`config.mk`:
```
export PLATFORM = sky130hd
export DESIGN_NAME = mrd_stage_seq
export DESIGN_NICKNAME = d
export VERILOG_FILES = /design/src/rtl/mrd_stage_seq.sv
export SDC_FILE = /design/constraint.sdc
export NUM_CORES = 1
export LEC_CHECK = 0
export ABC_AREA = 0
export BUFFER_PORTS_ARGS = -buffer_cell sky130_fd_sc_hd__buf_2
export CORE_UTILIZATION = 60
export DETAILED_ROUTE_END_ITERATION = 10
export PLACE_DENSITY = 0.79
export SETUP_SLACK_MARGIN = 0.05
export SYNTH_ARGS = -nofsm -noshare
export SYNTH_HDL_FRONTEND = slang
export SYNTH_SLANG_ARGS = --single-unit
```
`constraint.sdc`:
```
create_clock -name clk -period 7 [get_ports clk]
set_clock_uncertainty 0.2 [all_clocks]
set_input_delay 0.7 -clock clk [delete_from_list [all_inputs] [get_ports clk]]
set_output_delay 0.7 -clock clk [all_outputs]
set_load 0.01 [all_outputs]
```
`src/rtl/mrd_stage_seq.sv`:
```
`default_nettype none
//==============================================================================
// Module      : mrd_stage_seq
// Description : Mixed-radix DFT stage sequencer. Builds the per-stage
//               stride/span table one factor per cycle, validates the packet
//               configuration, then walks the radix stages and the source
//               (read-out) phase through start/done handshakes.
// Revision    : 1.0 - initial release
//==============================================================================
module mrd_stage_seq #(
    parameter int wPTS = 12,
    parameter int MAXF = 6
) (
    input  logic                  clk,
    input  logic                  rst,
    input  logic                  start,
    input  logic [wPTS-1:0]       dftpts,
    input  logic [2:0]            num_factors,
    input  logic [MAXF*3-1:0]     nf,
    input  logic                  stage_done,
    input  logic                  source_done,
    output logic                  busy,
    output logic                  stage_start,
    output logic [2:0]            stage_idx,
    output logic [2:0]            stage_nf,
    output logic [wPTS-1:0]       stage_stride,
    output logic [wPTS-1:0]       stage_span,
    output logic                  last_stage,
    output logic                  source_start,
    output logic                  pkt_done,
    output logic                  err,
    output logic [1:0]            err_code
);

    localparam int          c_PW         = (wPTS + 4 > 16) ? wPTS + 4 : 16;
    localparam logic [2:0]  c_MAXF       = 3'(MAXF);
    localparam logic [c_PW-1:0] c_PTS_MAX = {{(c_PW-wPTS){1'b0}}, {wPTS{1'b1}}};

    localparam logic [2:0]  c_IDLE       = 3'd0;
    localparam logic [2:0]  c_CALC       = 3'd1;
    localparam logic [2:0]  c_CHECK      = 3'd2;
    localparam logic [2:0]  c_STAGE_GO   = 3'd3;
    localparam logic [2:0]  c_STAGE_WAIT = 3'd4;
    localparam logic [2:0]  c_SRC_GO     = 3'd5;
    localparam logic [2:0]  c_SRC_WAIT   = 3'd6;
    localparam logic [2:0]  c_ERR        = 3'd7;

    logic [2:0]        r_state;
    logic [2:0]        w_state_nxt;

    logic [wPTS-1:0]   r_dftpts;
    logic [2:0]        r_num;
    logic [2:0]        r_nf [MAXF];
    logic [wPTS-1:0]   r_stride [MAXF];
    logic [wPTS-1:0]   r_span [MAXF];
    logic [c_PW-1:0]   r_acc;
    logic              r_ovf;
    logic [2:0]        r_j;
    logic [2:0]        r_k;

    logic [2:0]        w_k_load;
    logic [c_PW-1:0]   w_prod;
    logic              w_n_legal_in;
    logic              w_n_legal;
    logic              w_fac_bad;
    logic [1:0]        w_err_code;

    assign w_n_legal_in = (num_factors != 3'd0) && (num_factors <= c_MAXF);
    assign w_n_legal    = (r_num != 3'd0) && (r_num <= c_MAXF);
    assign w_prod       = r_acc * {{(c_PW-3){1'b0}}, r_nf[r_j]};

    // Only the first N factors matter; the rest are don't-care
    always_comb begin
        w_fac_bad = 1'b0;
        for (int i = 0; i < MAXF; i++) begin
            if ((3'(i) < r_num) && ((r_nf[i] < 3'd2) || (r_nf[i] > 3'd5))) begin
                w_fac_bad = 1'b1;
            end
        end
    end

    always_comb begin
        if (!w_n_legal) begin
            w_err_code = 2'd3;
        end else if (w_fac_bad) begin
            w_err_code = 2'd2;
        end else if (r_ovf || (r_acc != {{(c_PW-wPTS){1'b0}}, r_dftpts})) begin
            w_err_code = 2'd1;
        end else begin
            w_err_code = 2'd0;
        end
    end

    always_ff @(posedge clk) begin
        if (rst) begin
            r_state <= c_IDLE;
        end else begin
            r_state <= w_state_nxt;
        end
    end

    always_comb begin
        w_state_nxt = r_state;
        w_k_load    = 3'd0;
        case (r_state)
            c_IDLE: begin
                if (start) begin
                    w_state_nxt = w_n_legal_in ? c_CALC : c_CHECK;
                end
            end
            c_CALC: begin
                if (r_j == 3'd0) begin
                    w_state_nxt = c_CHECK;
                end
            end
            c_CHECK: begin
                w_state_nxt = (w_err_code != 2'd0) ? c_ERR : c_STAGE_GO;
            end
            c_STAGE_GO: begin
                w_state_nxt = c_STAGE_WAIT;
            end
            c_STAGE_WAIT: begin
                if (stage_done) begin
                    if (r_k == r_num - 3'd1) begin
                        w_state_nxt = c_SRC_GO;
                    end else begin
                        w_state_nxt = c_STAGE_GO;
                        w_k_load    = r_k + 3'd1;
                    end
                end
            end
            c_SRC_GO: begin
                w_state_nxt = c_SRC_WAIT;
            end
            c_SRC_WAIT: begin
                if (source_done) begin
                    w_state_nxt = c_IDLE;
                end
            end
            c_ERR: begin
                w_state_nxt = c_IDLE;
            end
            default: begin
                w_state_nxt = c_IDLE;
            end
        endcase
    end

    // Outputs are registered off the next state so every pulse lines up with
    // the state it announces.
    always_ff @(posedge clk) begin
        if (rst) begin
            r_dftpts     <= '0;
            r_num        <= '0;
            r_acc        <= '0;
            r_ovf        <= 1'b0;
            r_j          <= '0;
            r_k          <= '0;
            for (int i = 0; i < MAXF; i++) begin
                r_nf[i]     <= '0;
                r_stride[i] <= '0;
                r_span[i]   <= '0;
            end
            busy         <= 1'b0;
            stage_start  <= 1'b0;
            stage_idx    <= '0;
            stage_nf     <= '0;
            stage_stride <= '0;
            stage_span   <= '0;
            last_stage   <= 1'b0;
            source_start <= 1'b0;
            pkt_done     <= 1'b0;
            err          <= 1'b0;
            err_code     <= '0;
        end else begin
            busy         <= (w_state_nxt != c_IDLE);
            stage_start  <= 1'b0;
            source_start <= 1'b0;
            pkt_done     <= 1'b0;
            err          <= 1'b0;

            if ((r_state == c_IDLE) && start) begin
                r_dftpts <= dftpts;
                r_num    <= num_factors;
                for (int i = 0; i < MAXF; i++) begin
                    r_nf[i] <= nf[i*3 +: 3];
                end
                err_code <= 2'd0;
                r_acc    <= {{(c_PW-1){1'b0}}, 1'b1};
                r_ovf    <= 1'b0;
                r_j      <= num_factors - 3'd1;
            end

            if (r_state == c_CALC) begin
                r_stride[r_j] <= r_acc[wPTS-1:0];
                r_span[r_j]   <= w_prod[wPTS-1:0];
                r_acc         <= w_prod;
                if (w_prod > c_PTS_MAX) begin
                    r_ovf <= 1'b1;
                end
                r_j <= r_j - 3'd1;
            end

            if ((r_state == c_CHECK) && (w_state_nxt == c_ERR)) begin
                err      <= 1'b1;
                err_code <= w_err_code;
            end

            if (w_state_nxt == c_STAGE_GO) begin
                r_k          <= w_k_load;
                stage_start  <= 1'b1;
                stage_idx    <= w_k_load;
                stage_nf     <= r_nf[w_k_load];
                stage_stride <= r_stride[w_k_load];
                stage_span   <= r_span[w_k_load];
                last_stage   <= (w_k_load == r_num - 3'd1);
            end

            if ((r_state == c_STAGE_WAIT) && (w_state_nxt == c_SRC_GO)) begin
                source_start <= 1'b1;
            end

            if ((r_state == c_SRC_WAIT) && (w_state_nxt == c_IDLE)) begin
                pkt_done <= 1'b1;
            end
        end
    end

endmodule
`default_nettype wire

```
# Yosys cells after proc, flatten, opt, wreduce, memory -nomap -nowiden
# Memories as Yosys holds them, arrays and structs flattened. A register that Yosys moved wholly into a read port is not among the register bits.
# Cells that the tools add are included.
word_totals:
  ff_bits: 49
  mem_bits_rw: 162
  output_inout_bits: 38
  elab_cells: 147
  mem_count: 3
mem_list:
  columns: ["name", "words", "word_bits", "rd", "rd_ports_with_merged_regs", "wr", "line", "source"]
  rows:
  - ["r_span", 6, 12, 1, 1, 6, "55", "logic [wPTS-1:0] r_span [MAXF];"]
  - ["r_stride", 6, 12, 1, 1, 6, "54", "logic [wPTS-1:0] r_stride [MAXF];"]
  - ["r_nf", 6, 3, 8, 2, 6, "53", "logic [2:0] r_nf [MAXF];"]
op_classes:
  n_addsub: 4
  mul: 1
  magnitude_cmp: 21
  eq_ne: 13
  n_mux: 55
  bitwise: 6
  reduce_logical: 30
ops:
  columns: ["cell", "count"]
  rows:
  - ["2-to-1 mux 3 bit", 21]
  - ["2-to-1 mux 16 bit", 2]
  - ["2-to-1 mux 1 bit", 24]
  - ["2-to-1 mux 12 bit", 2]
  - ["one-hot mux 3 bit (8 select lines)", 1]
  - ["OR reduction 12 bit", 2]
  - ["== test 3 bit, second input constant", 6]
  - ["> comparator 3 bit, second input constant", 6]
  - ["< comparator 3 x 2 -> 1 bit, second input constant", 6]
  - ["> comparator 16 x 12 -> 1 bit, second input constant", 1]
  - ["multiplier 16 x 3 -> 16 bit", 1]
  - ["!= test 16 x 12 -> 1 bit", 1]
  - ["logical AND 1 bit", 12]
  - ["2-to-1 mux 2 bit", 5]
  - ["== test 3 x 2 -> 1 bit, second input constant", 3]
  - ["zero test 3 bit", 3]
  - ["nonzero test 3 bit", 3]
  - ["subtractor 3 x 1 -> 3 bit, second input constant", 3]
  - ["logical OR 1 bit", 7]
  - ["== test 3 bit", 2]
  - ["<= comparator 3 bit, second input constant", 2]
  - ["< comparator 1 x 3 -> 1 bit, first input constant", 2]
  - ["< comparator 2 x 3 -> 1 bit, first input constant", 2]
  - ["< comparator 3 bit, first input constant", 2]
  - ["other kinds (4)", 11]

# Longest topological paths before layout
# An unclocked memory read counts as a cell.
logic_depth:
  depth_word: 18
  depth_mapped: 14
  ltp_nobuf: 14

# Worst setup path before layout
# OpenSTA, ideal clock, no wires.
synth_path:
  kind: "reg2reg"
  from: "register (tool-made name)"
  to: "register r_ovf"
  setup_ps: 143
  t_arrival_ps: 3755
  setup_slack_ps: 2902
  path_stages_with_launch: 15
  path_cell_list: "dfxtp_1 -> mux2_2 -> mux4_2 -> and2_1 -> fa_1 -> ha_1 -> inv_1 -> fa_1 -> nor2b_1 -> o31ai_1 -> a22o_1 -> o21ai_0 -> nand2_1 -> a311oi_1 -> a41oi_1"
synth_rtl:
  columns: ["item", "line", "source"]
  rows:
  - ["end signal, assigned", "156", "r_ovf <= 1'b0;"]
  - ["end signal, assigned", "190", "r_ovf <= 1'b0;"]
  - ["end signal, assigned", "199", "r_ovf <= 1'b1;"]
  - ["end, declared", "57", "logic r_ovf;"]

==> results.yml <==
cells_and_area:
  multi_input_area_um2: 5340
  n_antenna_cell: 0
  seq_area_um2: 7890
  drive_above_1_share: 0.162
  fillCellCount: 1574
  layout.cells.non_filler: 1581
  final_nets: 1348
  area_growth_pct: 11.1
worst_setup_path:
  end_kind: "flip-flop"
  crit_fanout: 19
  startpoint_type: "flip-flop"
  critical_path_arrival_ps: 4840
  r2r_setup_slack_ps: 2370
  cp.required_ps: 7210
  r2r_end: "r_ovf"
  setup.worst_path.class: "reg2reg"
  r2r_cells: 14
route:
  wl_um: 35100
  postRouteAntennaNets: 0
  num_vias: 9901
  dr_wl_met3_um: 3710
  vias_per_cell: 6.26
  first_pass_iters: 5
  wl_met2_um: 16600
  drt_iter0_markers: 1039
  drc: 0
  wl_met1_um: 14000
  wl_per_cell_um: 22.2
  routed.top_layer: "met5"
floorplanning:
  ios: 76
  row_count: 54
  initial_core_util: 0.619
  core_area_um2: 22100
  fp.dieW_um: 153
  die_h_um: 153
  die_area_um2: 23400
timing:
  finalHoldViolations: 0
  tns_ps: 0
  timing.fmax_ghz: 0.216
  worst_slew_pin_slew_ps: 1270
  finalMaxSlewViolations: 0
  relSlewSlack: 0.149
  period_minus_slack_ps: 4630
  rsz0062_at_grt: "no"
  setup_viol: 0
  period_share: 0.661
yosys:
  synth_compound_area_frac: 0.103
  synth_simple_gate_area_share: 0.151
  ys_types: 63
  ys_top_cells_by_area: "edfxtp_1, dfxtp_1, nor2_1, mux2_2, nand2_1"
  synth_cells: 1233
  synthArstFlopShare: 0
  yosys_most_used_dff: "edfxtp_1"
  synth_top_family_by_area: "simple AND/OR/NAND/NOR gates"
  yosys.area.top_type_share: 0.461
  syn_area_um2: 13700
  syn-num-nets: 1304
  synth_seq_cells: 289
  seq_area_frac_synth: 0.577
  synth_edf_count: 210
  synthMuxAreaShare: 0.0665
  yosys.area.top_type: "edfxtp_1"
  synth_xor_area_frac: 0.0260
  yosys_warnings: 0
  yosys.area_share.adder: 0.0379
  synth.avg_cell_area_um2: 11.1
grt:
  grt_pass1_wl_um: 54600
  antenna_found_initial: 1
  grt_pass1_vias: 9680
  grt_max_degree: 71
  grtUsageTotal: 0.303
  grt_overflow_total: 0
clock_network:
  clk_latency_ps: 560
  clock-root-buffer: "clkbuf_16"
  post-cts-setup-buffers: 0
  clock-sinks: 289
  cts_tree: "done"
  cts_htree_levels: 1
  holdBufCountCts: 0
  clkTransAtPathRegs_ps: 60
  cts_buffers: 30
  clk_path_buf_depth: 3
  ctsResizeCount: 0
placement:
  hpwl_um: 22000
  port_buffers: 75
  gp_congestion: 0.895
  place_inst: 1525
pwr:
  ir_drop_uv: 223
  leakage_nw: 5.71
  p_per_area_nw_per_um2: 331
min_path:
  whs_path_depth: 3
  hold_path_end: "r_dftpts[0]"
  worstHoldStart: "dftpts[0]"
  hp-class: "in2reg"
flow_run:
  drv_cap: 0
run_status:
  outcome: "completed"
==> synthesized netlist by cell type, drive strengths merged, types with 16 or more instances <==
| master | instances |
|---|---|
| clkbuf | 67 |
| buf | 16 |
| nor3 | 36 |
| inv | 45 |
| edfxtp | 210 |
| dfxtp | 79 |
| mux2 | 49 |
| o21ai | 46 |
| and2 | 48 |
| nand2 | 131 |
| mux2i | 29 |
| and3 | 36 |
| a21oi | 70 |
| o22ai | 25 |
| o221ai | 25 |
| nor2 | 156 |
| xnor2 | 23 |
| ha | 19 |
==> final cells by class <==
| cell class | instances | share of cell area |
|---|---|---|
| well taps | 280 | 0.0231 |
| inverters | 46 | 0.0114 |
| clock buffers | 45 | 0.0559 |
| multi-input cells | 815 | 0.352 |
| flip-flops and latches | 289 | 0.520 |
| repair buffers | 95 | 0.0346 |
| clock inverters | 11 | 0.00387 |
==> state kept, by name (all words and copies together) (netlist names), 12 cells and up, named ones only <==
signal        flops
r_acc            16
r_stride         96
stage_span       12
r_span           96
r_dftpts         12
r_nf             18
stage_stride     12
==> worst max-delay path by stage <==
stage	slack [ps]	cells past startpoint	startpoint	endpoint
floorplan	2900	14	flip-flop	r_ovf
global placement	2530	14	flip-flop	r_ovf
detailed placement	2400	14	flip-flop	r_ovf
CTS	2380	14	flip-flop	r_ovf
global route	2210	14	flip-flop	r_ovf
finish	2370	14	flip-flop	r_ovf
==> cells by family (layout without fill, tap and decap cells) <==
logic type                 after synthesis  after routing
AOI/OAI and AO/OA                      217            217
and+or+nand+nor                        445            445
xor gates and xnor gates                39             39
buffers and inverters                  129            197
muxes                                   81             81
adders and majority gates               33             33
DFF                                    289            289
==> layer usage <==
| metal | vias up | track usage |
|---|---|---|
| met3 | 66 | 0.0576 |
| met1 | 4781 | 0.409 |
| li1 | 4488 | - |
| met4 | 2 | 0.0991 |
| met5 | - | 0 |
| met2 | 564 | 0.498 |
==> where the power goes <==
group | switching (mW) | internal [mW]
clock | 0.652 | 0.833
sequential | 0.163 | 2.07
combinational | 0.864 | 0.442
==> stage by stage <==
stage	worst slack [ps]	hold slack (ps)	util	area, µm²	power, mW
floorplan	2900	248	-	13700	3.14
global placement	2530	241	0.646	14300	3.52
detailed placement	2400	247	0.646	14300	3.55
CTS	2380	165	0.687	15200	5.02
global route	2210	170	0.687	15200	5.24
finish	2370	177	0.687	15200	5.03
==> placed cells by master (no fill, tap or decap), drive strengths merged, types with 7 or more instances in the layout <==
cell	instances
buf	95
o21ai	46
nand2b	8
edfxtp	210
o221ai	25
inv	45
and3	36
and2	48
xnor2	23
nand2	131
nor3	36
ha	19
dfxtp	79
nor2	156
mux2i	29
o22ai	25
clkinv	9
clkbuf	45
a311oi	9
xor2	15
a21oi	70
fa	14
mux2	49
o211ai	7
==> worst max-delay path: stages, from the launching register on <==
cell and delay (ps):
dfxtp_1 440, mux2_2 370, mux4_2 670, and2_1 260, fa_1 480, ha_1 160
inv_1 50, fa_1 400, nor2b_1 200, o31ai_1 110, a22o_1 210, o21ai_0 330
nand2_1 100, a311oi_1 330, a41oi_1 150
No activity file was read; power rests on OpenSTA's default activity.
